$ cat config.mk
export PLATFORM = sky130hd
export DESIGN_NAME = avr_uart_rx
export DESIGN_NICKNAME = d
export VERILOG_FILES = /design/src/rtl/avr_uart_pkg.sv /design/src/rtl/avr_uart_rx_fifo.sv /design/src/rtl/avr_uart_rx.sv
export SDC_FILE = /design/constraint.sdc
export NUM_CORES = 1
export LEC_CHECK = 0
export BUFFER_PORTS_ARGS = -buffer_cell sky130_fd_sc_hd__buf_2
export CAP_MARGIN = 10
export CORE_ASPECT_RATIO = 0.7
export CORE_UTILIZATION = 30
export CTS_CLUSTER_SIZE = 24
export DETAILED_ROUTE_END_ITERATION = 7
export SLEW_MARGIN = 40
export SYNTH_ARGS = -nofsm -noshare
export SYNTH_HDL_FRONTEND = slang
export SYNTH_SLANG_ARGS = --single-unit
$ cat constraint.sdc
create_clock -name clk -period 5.7 [get_ports clk]
set_input_delay 1.14 -clock clk [delete_from_list [all_inputs] [get_ports clk]]
set_output_delay 1.14 -clock clk [all_outputs]
set_load 0.02 [all_outputs]
$ cat src/rtl/avr_uart_pkg.sv
// avr_uart_pkg: shared state type and frame constants for the AVR UART receiver.
// Optional feature macro: AVR_UART_RX_PARITY_EN adds the PARITY state (8E1 frames).
package avr_uart_pkg;

   localparam int UART_DATA_BITS = 8;

   typedef enum logic [2:0] {
      IDLE,
      START,
      DATA,
`ifdef AVR_UART_RX_PARITY_EN
      PARITY,
`endif
      STOP
   } uart_rx_state_t;

endpackage

$ cat src/rtl/avr_uart_rx_fifo.sv
// avr_uart_rx_fifo: small synchronous FIFO holding decoded bytes.
// The head byte is held in a register so the consumer sees a stable value;
// a push into a full FIFO is accepted only when a pop frees a slot that cycle.
module avr_uart_rx_fifo
   import avr_uart_pkg::*;
#(
   parameter int FIFO_DEPTH = 4,
   parameter int DATA_W     = UART_DATA_BITS
) (
   input  logic              clk,
   input  logic              rst,
   input  logic              push,
   input  logic [DATA_W-1:0] wr_data,
   input  logic              pop,
   output logic [DATA_W-1:0] rd_data,
   output logic              full,
   output logic              empty
);

   localparam int PTR_W = $clog2(FIFO_DEPTH);
   localparam int CNT_W = PTR_W + 1;

   logic [DATA_W-1:0] mem_q [FIFO_DEPTH];
   logic [DATA_W-1:0] mem_d [FIFO_DEPTH];
   logic [PTR_W-1:0]  wr_ptr_q, wr_ptr_d;
   logic [PTR_W-1:0]  rd_ptr_q, rd_ptr_d;
   logic [CNT_W-1:0]  count_q, count_d;
   logic [DATA_W-1:0] head_q, head_d;
   logic              pop_eff;
   logic              push_ok;

   assign full    = (count_q == CNT_W'(FIFO_DEPTH));
   assign empty   = (count_q == '0);
   assign rd_data = head_q;

   // Next pointers, occupancy, storage and head byte after this cycle's push/pop.
   always_comb begin
      pop_eff  = pop && !empty;
      push_ok  = push && (!full || pop_eff);
      wr_ptr_d = wr_ptr_q + PTR_W'(push_ok);
      rd_ptr_d = rd_ptr_q + PTR_W'(pop_eff);
      count_d  = count_q + CNT_W'(push_ok) - CNT_W'(pop_eff);
      mem_d    = mem_q;
      if (push_ok) begin
         mem_d[wr_ptr_q] = wr_data;
      end
      head_d = mem_d[rd_ptr_d];
   end

   // FIFO storage and pointer registers, cleared to empty on reset.
   always_ff @(posedge clk) begin
      if (rst) begin
         mem_q    <= '{default: '0};
         wr_ptr_q <= '0;
         rd_ptr_q <= '0;
         count_q  <= '0;
         head_q   <= '0;
      end else begin
         mem_q    <= mem_d;
         wr_ptr_q <= wr_ptr_d;
         rd_ptr_q <= rd_ptr_d;
         count_q  <= count_d;
         head_q   <= head_d;
      end
   end

endmodule

$ cat src/rtl/avr_uart_rx.sv
// avr_uart_rx: decodes UART frames from a simulated AVR TXD pin into bytes.
// A 2-flop synchronizer feeds a mid-bit-sampling frame FSM; good bytes go
// into avr_uart_rx_fifo and leave through a valid/ready port.
// Optional feature macro: AVR_UART_RX_PARITY_EN selects 8E1 instead of 8N1.
module avr_uart_rx
   import avr_uart_pkg::*;
#(
   parameter int CLKS_PER_BIT = 416,
   parameter int FIFO_DEPTH   = 4
) (
   input  logic                      clk,
   input  logic                      rst,
   input  logic                      rxd,
   output logic [UART_DATA_BITS-1:0] rx_data,
   output logic                      rx_valid,
   input  logic                      rx_ready,
   output logic                      busy,
   output logic                      frame_err,
   output logic                      overrun,
   output logic                      parity_err
);

   localparam int HALF_BIT = CLKS_PER_BIT / 2;
   localparam int CNT_W    = $clog2(CLKS_PER_BIT);
   localparam int BIT_W    = $clog2(UART_DATA_BITS);

   logic [1:0]                sync_q, sync_d;
   logic                      rxs;
   uart_rx_state_t            state_q, state_d;
   logic [CNT_W-1:0]          cnt_q, cnt_d;
   logic [BIT_W-1:0]          bit_q, bit_d;
   logic [UART_DATA_BITS-1:0] shift_q, shift_d;
   logic                      frame_err_q, frame_err_d;
   logic                      overrun_q, overrun_d;
   logic                      push;
   logic                      pop;
   logic                      fifo_full;
   logic                      fifo_empty;
`ifdef AVR_UART_RX_PARITY_EN
   logic                      par_bad_q, par_bad_d;
   logic                      parity_err_q, parity_err_d;
`endif

   assign rxs       = sync_q[1];
   assign rx_valid  = !fifo_empty;
   assign pop       = rx_valid && rx_ready;
   assign busy      = (state_q != IDLE);
   assign frame_err = frame_err_q;
   assign overrun   = overrun_q;
`ifdef AVR_UART_RX_PARITY_EN
   assign parity_err = parity_err_q;
`else
   assign parity_err = 1'b0;
`endif

   // Shift the asynchronous pin level through two flops before any use.
   always_comb begin
      sync_d = {sync_q[0], rxd};
   end

   // Frame FSM: start detect, half-bit start check, then one sample per bit period.
   always_comb begin
      state_d     = state_q;
      cnt_d       = cnt_q + CNT_W'(1);
      bit_d       = bit_q;
      shift_d     = shift_q;
      push        = 1'b0;
      frame_err_d = 1'b0;
`ifdef AVR_UART_RX_PARITY_EN
      par_bad_d    = par_bad_q;
      parity_err_d = 1'b0;
`endif
      case (state_q)
         IDLE: begin
            cnt_d = '0;
            if (!rxs) begin
               bit_d   = '0;
               state_d = START;
            end
         end
         START: begin
            if (cnt_q == CNT_W'(HALF_BIT - 1)) begin
               cnt_d   = '0;
               state_d = rxs ? IDLE : DATA;
            end
         end
         DATA: begin
            if (cnt_q == CNT_W'(CLKS_PER_BIT - 1)) begin
               cnt_d   = '0;
               shift_d = {rxs, shift_q[UART_DATA_BITS-1:1]};
               bit_d   = bit_q + BIT_W'(1);
               if (bit_q == BIT_W'(UART_DATA_BITS - 1)) begin
`ifdef AVR_UART_RX_PARITY_EN
                  state_d = PARITY;
`else
                  state_d = STOP;
`endif
               end
            end
         end
`ifdef AVR_UART_RX_PARITY_EN
         PARITY: begin
            if (cnt_q == CNT_W'(CLKS_PER_BIT - 1)) begin
               cnt_d     = '0;
               par_bad_d = ^{shift_q, rxs};
               state_d   = STOP;
            end
         end
`endif
         STOP: begin
            if (cnt_q == CNT_W'(CLKS_PER_BIT - 1)) begin
               cnt_d   = '0;
               state_d = IDLE;
               if (!rxs) begin
                  frame_err_d = 1'b1;
`ifdef AVR_UART_RX_PARITY_EN
               end else if (par_bad_q) begin
                  parity_err_d = 1'b1;
`endif
               end else begin
                  push = 1'b1;
               end
            end
         end
         default: begin
            state_d = IDLE;
         end
      endcase
      overrun_d = push && fifo_full && !pop;
   end

   // State, counters, shift register and registered one-cycle error pulses.
   always_ff @(posedge clk) begin
      if (rst) begin
         sync_q      <= 2'b11;
         state_q     <= IDLE;
         cnt_q       <= '0;
         bit_q       <= '0;
         shift_q     <= '0;
         frame_err_q <= 1'b0;
         overrun_q   <= 1'b0;
`ifdef AVR_UART_RX_PARITY_EN
         par_bad_q    <= 1'b0;
         parity_err_q <= 1'b0;
`endif
      end else begin
         sync_q      <= sync_d;
         state_q     <= state_d;
         cnt_q       <= cnt_d;
         bit_q       <= bit_d;
         shift_q     <= shift_d;
         frame_err_q <= frame_err_d;
         overrun_q   <= overrun_d;
`ifdef AVR_UART_RX_PARITY_EN
         par_bad_q    <= par_bad_d;
         parity_err_q <= parity_err_d;
`endif
      end
   end

   avr_uart_rx_fifo #(
      .FIFO_DEPTH (FIFO_DEPTH),
      .DATA_W     (UART_DATA_BITS)
   ) u_fifo (
      .clk     (clk),
      .rst     (rst),
      .push    (push),
      .wr_data (shift_q),
      .pop     (pop),
      .rd_data (rx_data),
      .full    (fifo_full),
      .empty   (fifo_empty)
   );

endmodule

[Word level (Yosys, flattened, before mapping)]
Index checks and enable logic that the tools add are counted.
Widths: inputs -> output; s select.
Storage, ports and cells
  register bits after elaboration: 74
  input port bits: 4
  output and inout port bits: 13
  logic and storage cells: 83
Cells by class
  add/sub/neg operators: 6
  $lt $le $gt $ge: 3
  eq/ne operators: 12
  muxes and demuxes: 24
  bitwise gates (word level): 4
  reductions and logical operators: 19
Operators with widths (count)
  $bwmux 32: 1
  $mux 32: 1
  $pmux 9 s3: 1
  $mux 8: 3
  $mux 3: 7
  $mux 9: 2
  $bmux 8 s2: 1
  $demux 8 s2: 1
  $pmux 3 s4: 1
  $ne 2x2->1 const B: 5
  $add 9x1->9 const B: 1
  $eq 9x8->1 const B: 1
  $eq 9x9->1 const B: 1
  $eq 3x2->1 const B: 2
  $eq 3x3->1 const B: 2
  $ge 3x3->1 const B: 2
  $logic_and 1x1->1: 6
  $logic_not 3->1: 2
  $not 2->3: 2
  $pmux 3 s2: 1
  $reduce_and 5->1: 1
  $add 2x1->2: 2
  $mux 1: 4
  $add 3x1->3: 1
  14 further kinds: 17

[Depth between registers and ports, before layout]
Gate-level depths: netlist of run 1.
  depth in word-level cells: 10
  gate-level depth with buffers: 9

[By module]
From an unflattened synthesis of run 1, not the netlist that was laid out.
Second synthesis, totals
  cell total of the unflattened synthesis: 361
  area, all modules: 3440.8 µm²
Modules (own cells, without submodules)
  avr_uart_rx_fifo: times used 1, cells each 243, area each 2316.0 µm²
  avr_uart_rx: times used 1, cells each 118, area each 1124.8 µm²

[Worst setup path after synthesis of run 1]
Ideal clock, no wire load.
  path kind: input -> register
  start: input port rx_ready
  end: register u_fifo.head_q[0] (netlist: u_fifo.rd_data[0])
  setup time: 120 ps
  arrival: 2591 ps
  required time: 5580 ps
  setup slack: 2990 ps
  stages: 6
  path buffers: 1
  path through: nor4b_1 > or4_1 > buf_6 > nor3_4 > o32a_1 > a211o_1
Between the ends
  longest elaborated chain between the ends: 8
RTL lines
  start, declared: line avr_uart_rx.sv:16  | input logic rx_ready,
  $logic_and 1x1->1 (*): line avr_uart_rx.sv:46  | assign pop = rx_valid && rx_ready;
  $logic_and 1x1->1 (*): line avr_uart_rx_fifo.sv:38  | pop_eff = pop && !empty;
  branches (longest 3 deep; another with $add 2x1->2)
  $bmux 8 s2 (*): line avr_uart_rx_fifo.sv:47  | head_d = mem_d[rd_ptr_d];
  $mux 8 (implied by the code) (*) (2 in a row): line avr_uart_rx_fifo.sv:47
  end signal, assigned: line avr_uart_rx_fifo.sv:57  | head_q <= '0;
  end signal, assigned: line avr_uart_rx_fifo.sv:63  | head_q <= head_d;
  end, declared: line avr_uart_rx_fifo.sv:28  | logic [DATA_W-1:0] head_q, head_d;
Mark *: on every way between the ends. The select of a mux whose other input is x is not followed.
A chain may end at the register's enable or synchronous reset.

[Final worst setup path of run 1]
Same ends and word-level chain as after synthesis.

==> run_results.csv, run 1 <==
group,metric,value,unit
detailed_routing,wire_per_inst,14.2,µm
synth,ys_ff_latch,73,
detailed_routing,vias,2824,
pwr,p_leak,1.30,nW
pwr,combPwrFrac,0.235,
die,die-area,11700,µm²
placed_design,place_congestion,0.811,
timing,setup_viol,0,
worst_setup_path,cpPeakStageDelay,0.64,ns
grt,grt_pass1_wl,13300,µm
clock_tree,clockRootBuffer,"clkbuf_16",
worst_setup_path,cp_top_family,"simple AND/OR/NAND/NOR gates",
worst_setup_path,cp.arrival,3.24,ns
synth,yosysWarnings,0,
timing,holdWs,0.415,ns
detailed_routing,wirelength,7910,µm
cells_and_area,syn_to_final_growth,13.4,%
die,rows,31,
synth,yosysTopAreaCellShare,0.433,
synth,synth_area,3370,µm²
synth,async_reset_ff_frac,0,
detailed_routing,antenna_left,0,
worst_setup_path,critical-path-slowest-cell,"nor4b_1",
die,start_util,0.317,
cells_and_area,antennaDiodeCount,0,
cells_and_area,drive_gt1_frac,0.108,
timing,rsz0062_at_grt,"false",
pwr,vdd_drop_max,0.187,mV
synth,yosys.area.top_type,"dfxtp_1",
worst_hold_path,min_path_type,"reg -> reg",
timing,final.min_clock_period,3.02,ns
cells_and_area,layout_commonest_cell,"nand2_1",
cells_and_area,final_cells,557,
pwr,cell_internal_pwr,0.00109,W
timing,max_freq,331,MHz
timing,finalCritPeriodShare,0.530,
placed_design,dp.cells,542,
worst_setup_path,critPathRequiredTime,5.92,ns
detailed_routing,drtPass1Iterations,4,
worst_setup_path,crit_type,"in -> reg",
synth,synth_edf_count,0,
die,ios,17,
clock_tree,cts_tree,"yes",
flow_run,cap_violations,0,
grt,grt_max_degree,61,
timing,slew_violations,0,
cells_and_area,final_cell_mix,"nand2_1 (88), dfxtp_1 (73), a21oi_1 (45)",
worst_setup_path,crit_buf_inv,1,
pwr,swShare,0.285,
worst_setup_path,critPathLaunchType,"primary input",
clock_tree,cts.sinks,73,
clock_tree,htree_levels,3,
timing,skew,0.00660,ns
timing,fin_ws,2.68,ns
die,die_w,129,µm
clock_tree,cts_buffers,9,
timing,finalSetupTns,0,ns
grt,grt_pass1_vias,2520,
outcome,outcome,"finished clean",
detailed_routing,drtIter0Drc,249,
clock_tree,ctsHoldBuffers,0,
pwr,p_seq_frac,0.360,
die,core-area,10600,µm²
clock_tree,clockBufferDepth,2,
pwr,power.net_switching,0.000435,W
pwr,p_per_area,398,nW/µm²
grt,grtUsageTotal,0.149,
detailed_routing,via_per_inst,5.07,
synth,ys_seq_area_frac,0.433,
placed_design,preCtsSetupSlack,2.32,ns
clock_tree,ctsResizeCount,0,
placed_design,port_buffers,15,
synth,synth_nets,423,
grt,grt-ovfl-total,0,
synth,yosys_most_used_dff,"dfxtp_1",
timing,max_slew.worst_pin.slew,0.763,ns
timing,slew_headroom,0.484,
placed_design,dp_hpwl,5430,µm
cells_and_area,fill_cells,1102,
clock_tree,post_cts.repair.setup_buffers,0,
worst_setup_path,path_cells,"buf_2 > nor4b_1 > or4_1 > nor3_4 > o32a_1 > a211o_1",
synth,synth_cells,411,
synth,synth_cell_type_count,48,
clock_tree,clk_latency,0.33,ns
grt,antenna_found_initial,0,
timing,hold_violations,0,
synth,synthTopCellsByArea,"dfxtp_1 (43%), nand2_1 (9.8%), a21oi_1 (6.7%)",
detailed_routing,drc,0,
pwr,power.share.clock,0.405,
worst_setup_path,worst-path-max-fanout,18,
synth,avgSynthCellArea,8.20,µm²
clock_tree,clkTransAtPathRegs,0.06,ns
cells_and_area,nets,417,
die,fp.dieH,90.7,µm
worst_setup_path,cp-end-kind,"register",
synth_stat cells (3+ instances only):
library cell	instances
a221oi_1	4
and2_1	5
o31ai_1	7
o32a_1	4
or2_2	4
a211oi_1	4
o22ai_1	5
nor2_1	33
nor4b_1	3
clkbuf_1	24
nand4_1	4
xor2_1	7
xnor2_1	7
a21oi_1	45
a211o_1	8
nand3_1	20
nor4_1	3
nor3_1	4
or4_1	3
ha_1	7
nand2_1	88
buf_2	7
inv_1	6
dfxtp_1	73
worst register-to-register path, cell delays in order (launching register included):
cell     delay, ns
dfxtp_1       0.36
ha_1          0.26
nand3_2       0.17
or4_1         0.80
nor3_4        0.60
o22ai_1       0.19
a211o_1       0.29
cell type report:
cell class,count,area (µm²),share of cell area
inverters,6,22.5,0.00589
repair buffers,18,97.6,0.0255
multi-input cells,297,1730,0.452
clock buffers,13,270,0.0707
flip-flops and latches,73,1460,0.382
clock inverters,2,60.1,0.0157
well taps,148,185,0.0484
metal layers:
| metal | routed length, µm | vias up | GRT usage |
|---|---|---|---|
| met5 | 0 | - | 0 |
| met4 | 72 | 0 | 0.0412 |
| met3 | 631 | 7 | 0.0575 |
| met2 | 3080 | 93 | 0.186 |
| met1 | 4120 | 1307 | 0.228 |
| li1 | - | 1417 | - |
path summary, 6_finish.rpt:
check,startpoint,end,slack (ns),cells past startpoint
setup / recovery,rx_ready,u_fifo.rd_data[0]$_SDFF_PP0_,2.68,6
hold / removal,sync_q[0]$_SDFF_PP1_,sync_q[1]$_SDFF_PP1_,0.41,1
setup reg to reg,cnt_q[0]$_SDFF_PP0_,u_fifo.rd_data[1]$_SDFF_PP0_,2.91,6
hold reg to reg,sync_q[0]$_SDFF_PP1_,sync_q[1]$_SDFF_PP1_,0.41,1
logic make-up after synthesis:
family | synth area share
simple gates | 0.268
compound gates | 0.174
flops | 0.433
buf+inv | 0.0549
xor+xnor | 0.0364
fa+ha+maj | 0.0319
other cells | 0.00111
stage by stage:
stage / utilization / total power, W / cell area [µm²]
after floorplan: - / 0.000841 / 3370
after global placement: 0.329 / 0.000905 / 3490
after detailed placement: 0.329 / 0.000913 / 3490
after CTS: 0.360 / 0.00153 / 3820
after global routing: 0.360 / 0.00161 / 3820
final: 0.360 / 0.00152 / 3820
state kept, by name, summed over array words and instances, names as in the netlist:
register	flops
u_fifo.rd_data	8
overrun	1
u_fifo.wr_ptr_q	2
cnt_q	9
shift_q	8
u_fifo.mem_q	32
sync_q	2
u_fifo.rd_ptr_q	2
frame_err	1
state_q	2
bit_q	3
u_fifo.count_q	3
power groups by stage:
stage,registers (W),clock network [W],logic (W)
6_report,0.000548,0.000617,0.000359
2_1_floorplan,0.000564,0,0.000276
5_1_grt,0.000552,0.000656,0.000401
3_3_place_gp,0.000559,0,0.000346
3_5_place_dp,0.000559,0,0.000354
4_1_cts,0.000549,0.000630,0.000356
(Power assumes the default switching activity.)
==> inputs of run 2 (changes only) <==
clock period = 3 ns   (was 5.7 ns; I/O delays follow)
==> run_results.csv, run 2 (synthesized netlist as in run 1, its figures left out) <==
group,metric,value,unit
die,rows,31,
timing,slew_violations,0,
timing,rsz0062_at_grt,"false",
cells_and_area,final_cell_mix,"nand2_1 (88), dfxtp_1 (73), a21oi_1 (45)",
cells_and_area,layout_commonest_cell,"nand2_1",
detailed_routing,wirelength,8400,µm
cells_and_area,syn_to_final_growth,15.0,%
cells_and_area,regMostFlops,"u_fifo.mem_q",
die,start_util,0.317,
grt,grt_pass1_wl,13700,µm
placed_design,dp.cells,551,
worst_setup_path,cp-end-kind,"register",
clock_tree,cts.sinks,73,
cells_and_area,nets,426,
pwr,swShare,0.304,
detailed_routing,wire_per_inst,14.8,µm
pwr,cell_internal_pwr,0.00203,W
pwr,power.share.clock,0.380,
die,core-area,10600,µm²
grt,grt_pass1_vias,2708,
cells_and_area,final_core_util,0.365,
die,die_w,129,µm
placed_design,dp_hpwl,5750,µm
timing,final.min_clock_period,2.68,ns
pwr,p_seq_frac,0.357,
grt,grtUsageTotal,0.154,
clock_tree,clk_latency,0.34,ns
die,die-area,11700,µm²
worst_hold_path,min_path_type,"reg -> reg",
detailed_routing,via_per_inst,5.09,
detailed_routing,antenna_left,0,
clock_tree,post_cts.repair.setup_buffers,0,
flow_run,cap_violations,0,
placed_design,port_buffers,15,
clock_tree,clockBufferDepth,2,
clock_tree,cts_tree,"yes",
clock_tree,clkTransAtPathRegs,0.06,ns
pwr,p_per_area,750,nW/µm²
detailed_routing,drtIter0Drc,260,
placed_design,place_congestion,0.816,
clock_tree,htree_levels,3,
pwr,vdd_drop_max,0.360,mV
cells_and_area,largestRegisters,"u_fifo.mem_q x32, cnt_q x9",
outcome,outcome,"finished clean",
cells_and_area,antennaDiodeCount,0,
pwr,p_leak,1.34,nW
die,fp.dieH,90.7,µm
worst_setup_path,crit_type,"reg -> reg",
timing,max_slew.worst_pin.slew,0.707,ns
worst_setup_path,worst-path-max-fanout,13,
clock_tree,ctsHoldBuffers,0,
timing,max_freq,374,MHz
worst_setup_path,critPathRequiredTime,3.22,ns
cells_and_area,final_cells,567,
timing,finalCritPeriodShare,0.892,
timing,slew_headroom,0.528,
pwr,combPwrFrac,0.262,
worst_setup_path,cp.arrival,2.90,ns
detailed_routing,vias,2884,
grt,grt-ovfl-total,0,
clock_tree,cts_buffers,9,
detailed_routing,drc,0,
pwr,power.net_switching,0.000883,W
detailed_routing,drtPass1Iterations,5,
timing,setup_viol,0,
clock_tree,ctsResizeCount,0,
cells_and_area,largest_reg_flops,32,
worst_setup_path,critPathLaunchType,"register",
die,ios,17,
grt,antenna_found_initial,0,
cells_and_area,drive_gt1_frac,0.131,
timing,hold_violations,0,
clock_tree,clockRootBuffer,"clkbuf_16",
timing,finalSetupTns,0,ns
timing,skew,0.00622,ns
grt,grt_max_degree,58,
[run 2: layout make-up]
cell class	instances	area [µm²]
Tap cell	148	185
Inverter	6	22.5
Clock inverter	4	48.8
Sequential cell	73	1460
Multi-Input combinational cell	297	1730
Timing Repair Buffer	27	165
Clock buffer	12	267
Fill cell	1118	6750
[run 2: worst paths after layout]
kind / from / end / slack [ns] / depth (start not counted)
setup / recovery: cnt_q[0]$_SDFF_PP0_ / u_fifo.rd_data[1]$_SDFF_PP0_ / 0.32 / 6
hold / removal: sync_q[0]$_SDFF_PP1_ / sync_q[1]$_SDFF_PP1_ / 0.41 / 1
setup reg to reg: cnt_q[0]$_SDFF_PP0_ / u_fifo.rd_data[1]$_SDFF_PP0_ / 0.32 / 6
hold reg to reg: sync_q[0]$_SDFF_PP1_ / sync_q[1]$_SDFF_PP1_ / 0.41 / 1
[run 2: critical path, cell delays in order (launching register included)]
cell and delay [ns]:
dfxtp_1 0.36, ha_1 0.24, nand3_2 0.16, or4_1 0.81
nor3_4 0.51, o22ai_1 0.19, a211o_1 0.29
[run 2: metrics by stage]
step	instance area (µm²)	setup slack [ns]	hold slack [ns]	power, W
3_5_place_dp	3560	0.370	0.406	0.00181
5_1_grt	3880	0.200	0.413	0.00306
3_3_place_gp	3560	0.431	0.394	0.00179
6_report	3880	0.324	0.407	0.00291
4_1_cts	3870	0.359	0.408	0.00293
2_1_floorplan	3370	0.560	0.389	0.00160
[run 2: routing by layer]
metal	share of wire	routed length, µm	up-vias	global-route usage
met2	0.42	3540	84	0.225
met4	0.012	99	0	0.0490
met5	0	0	-	0
li1	-	-	1433	-
met3	0.063	532	13	0.0509
met1	0.50	4230	1354	0.210
[run 2: power groups by stage]
stage | Clock, W | Combinational (W) | Sequential (W)
2_1_floorplan | 0 | 0.000525 | 0.00107
3_3_place_gp | 0 | 0.000727 | 0.00106
3_5_place_dp | 0 | 0.000747 | 0.00106
4_1_cts | 0.00114 | 0.000754 | 0.00104
5_1_grt | 0.00118 | 0.000834 | 0.00104
6_report | 0.00111 | 0.000763 | 0.00104
==> inputs of run 3 (changes only) <==
SYNTH_HIERARCHICAL = 1   (was default)
==> run_results.csv, run 3 <==
group,metric,value,unit
outcome,outcome,"finished clean",
detailed_routing,met1_length,3900,µm
placed_design,place_area,3760,µm²
die,die-area,11900,µm²
grt,grtUsageTotal,0.137,
detailed_routing,drtIter0Drc,151,
placed_design,port_buffers,15,
worst_setup_path,worst-path-max-fanout,3,
worst_setup_path,cpPeakStageDelay,0.41,ns
worst_setup_path,reg2reg_from,"cnt_q[1]$_SDFF_PP0_",
synth,synth_cells,361,
timing,skew,0.00508,ns
cells_and_area,antennaDiodeCount,0,
synth,yosysMostFrequentCell,"dfxtp_1",
die,rows,32,
worst_hold_path,min_path_cells,1,
flow_run,cap_violations,0,
placed_design,preCtsSetupSlack,0.164,ns
worst_hold_path,min_path_type,"reg -> reg",
pwr,p_leak,1.76,nW
synth,synth_nets,373,
cells_and_area,nets,400,
timing,max_freq,354,MHz
timing,final.min_clock_period,2.82,ns
synth,synth_edf_count,0,
synth,synth_top_family_by_area,"simple AND/OR/NAND/NOR gates",
cells_and_area,stdcell_area,4100,µm²
detailed_routing,drc,0,
clock_tree,clk_latency,0.34,ns
placed_design,dp.cells,530,
synth,synthTopCellsByArea,"dfxtp_1 (42%), mux2i_1 (11%), nor2_1 (5.5%)",
grt,antenna_found_initial,0,
detailed_routing,vias,2608,
die,start_util,0.310,
synth,synthAdderAreaFrac,0.0313,
grt,grt-ovfl-total,0,
die,ios,17,
synth,synthTopCellsByCount,"dfxtp_1 (73), nor2_1 (50), mux2i_1 (37)",
worst_setup_path,path_cells,"ha_2 > and4_1 > and2_4 > nand3_1 > nor2_2 > and2_1 > inv_1 > ha_1 > inv_1 > ha_1 > fa_1 > xnor2_2 > xnor2_1 > nor2_1",
cells_and_area,syn_to_final_growth,19.2,%
worst_setup_path,crit_type,"reg -> reg",
worst_setup_path,rrSetupSlack,0.18,ns
detailed_routing,antenna_left,0,
clock_tree,cts_buffers,9,
worst_setup_path,rr_worst_depth,14,
synth,synth_cell_type_count,59,
synth,yosysTopAreaCellShare,0.425,
clock_tree,cts_tree,"yes",
timing,fin_ws,0.179,ns
pwr,p_per_area,531,nW/µm²
detailed_routing,dr_wl_met3,325,µm
grt,grt_pass1_vias,2513,
cells_and_area,largest_reg_flops,32,
detailed_routing,route.met2.wl,3100,µm
synth,yosysWarnings,6,
detailed_routing,drtPass1Iterations,4,
synth,synth_xor_area_frac,0.0331,
timing,hold_violations,0,
worst_setup_path,cp.arrival,3.03,ns
cells_and_area,layout_commonest_cell,"dfxtp_1",
worst_hold_path,min_to,"sync_q[1]$_SDFF_PP1_",
clock_tree,cts.sinks,73,
synth,synth_area,3440,µm²
detailed_routing,wire_per_inst,13.6,µm
synth,synth_mux_area_frac,0.135,
grt,grt_max_degree,39,
synth,synth_compound_area_frac,0.121,
cells_and_area,fill_cells,1105,
clock_tree,htree_levels,3,
timing,slew_violations,0,
worst_setup_path,cp_top_family,"adder cells",
clock_tree,clkTransAtPathRegs,0.06,ns
synth,yosys_most_used_dff,"dfxtp_1",
clock_tree,post_cts.repair.setup_buffers,0,
timing,holdWs,0.408,ns
synth,ys_ff_latch,73,
cells_and_area,largestRegisters,"u_fifo/mem_q x32, cnt_q x9",
synth,yosys.area_share.simple,0.212,
cells_and_area,drive_gt1_frac,0.201,
die,die_w,130,µm
detailed_routing,dr.max_layer_used,"met4",
timing,finalCritPeriodShare,0.940,
placed_design,place_congestion,0.783,
pwr,vdd_drop_max,0.294,mV
worst_setup_path,worstReg2RegEnd,"u_fifo/count_q[2]$_SDFF_PP0_",
clock_tree,clockBufferDepth,2,
timing,setup_viol,0,
die,core-area,11100,µm²
cells_and_area,regMostFlops,"u_fifo/mem_q",
detailed_routing,wirelength,7430,µm
detailed_routing,via_per_inst,4.78,
synth,avgSynthCellArea,9.53,µm²
clock_tree,clockRootBuffer,"clkbuf_16",
grt,grt_pass1_wl,12400,µm
synth,ys_seq_area_frac,0.425,
die,fp.dieH,91.6,µm
cells_and_area,final_cells,546,
placed_design,dp_hpwl,5240,µm
worst_setup_path,critPathRequiredTime,3.21,ns
worst_setup_path,critical-path-slowest-cell,"fa_1",
worst_setup_path,crit_buf_inv,2,
synth,async_reset_ff_frac,0,
worst_hold_path,hp-start,"sync_q[0]$_SDFF_PP1_",
worst_setup_path,critPathLaunchType,"register",
worst_setup_path,cp-end-kind,"register",
cells_and_area,final_cell_mix,"dfxtp_1 (72), nor2_1 (49), mux2i_1 (37)",
synth,yosys.area.top_type,"dfxtp_1",
==> run 3: changes by cell type in the layout (fill, tap and decap cells not counted), moves of 6 or more <==
cell,change
a21oi_1,-30
buf_4,+9
a211o_1,-8
nor2b_1,+6
mux2i_1,+37
o21ai_0,+10
nand2b_1,+7
nor2_1,+17
nand3_1,-10
nand2_1,-71
==> run 3: logic make-up (layout without fill, tap and decap cells) <==
family / Yosys count / after routing
AND/OR/NAND/NOR: 132 / 132
AO/OA/AOI/OAI: 59 / 59
XOR/XNOR: 13 / 13
flip-flops: 73 / 73
multiplexers: 45 / 45
adder cells (fa/ha/maj): 8 / 8
other: 1 / 1
buffers and inverters: 30 / 62
==> run 3: how the worst max path moves through the flow <==
stage | start | slack [ns] | end | cells past startpoint
3_3_place_gp | cnt_q[0]$_SDFF_PP0_ | 0.21 | u_fifo/count_q[2]$_SDFF_PP0_ | 14
3_5_place_dp | cnt_q[0]$_SDFF_PP0_ | 0.16 | u_fifo/count_q[2]$_SDFF_PP0_ | 14
4_1_cts | cnt_q[0]$_SDFF_PP0_ | 0.15 | u_fifo/count_q[2]$_SDFF_PP0_ | 14
5_1_grt | cnt_q[1]$_SDFF_PP0_ | -0.02 | u_fifo/count_q[2]$_SDFF_PP0_ | 14
2_1_floorplan | cnt_q[0]$_SDFF_PP0_ | 0.15 | u_fifo/count_q[2]$_SDFF_PP0_ | 15
6_report | cnt_q[1]$_SDFF_PP0_ | 0.18 | u_fifo/count_q[2]$_SDFF_PP0_ | 14
==> run 3: stage by stage <==
stage               TNS [ns]  power [W]   util
finish                     0    0.00218  0.370
global route         -0.0181    0.00226  0.370
CTS                        0    0.00221  0.369
detailed placement         0    0.00104  0.339
global placement           0    0.00104  0.339
floorplan                  0    0.00102      -
==> run 3: routing by layer <==
layer | track usage | up-vias
met3 | 0.0513 | 9
met1 | 0.190 | 1241
met4 | 0.0465 | 0
met2 | 0.191 | 44
met5 | 0 | -
li1 | - | 1314
==> run 3: area by class of cell <==
| class | instances | area, µm² | share of cell area |
|---|---|---|---|
| multi-input cells | 258 | 1850 | 0.450 |
| inverters | 10 | 37.5 | 0.00915 |
| clock inverters | 5 | 77.6 | 0.0189 |
| repair buffers | 36 | 233 | 0.0567 |
| well taps | 153 | 191 | 0.0467 |
| clock buffers | 11 | 253 | 0.0616 |
| flip-flops and latches | 73 | 1460 | 0.357 |
==> run 3: power breakdown <==
part           leakage (nW)  switching [W]  internal (W)   total, W
combinational          1.01      0.0000256     0.0000132  0.0000388
sequential            0.589     0.00000335      0.000972   0.000976
clock                 0.162       0.000397      0.000769    0.00117
total                  1.76       0.000426       0.00175    0.00218
==> run 3: timing repair <==
| action | in CTS | in global routing |
|---|---|---|
| setup endpoints to repair | 0 | 1 |
| hold buffers | 0 | 0 |
| gates resized for setup | 0 | 4 |
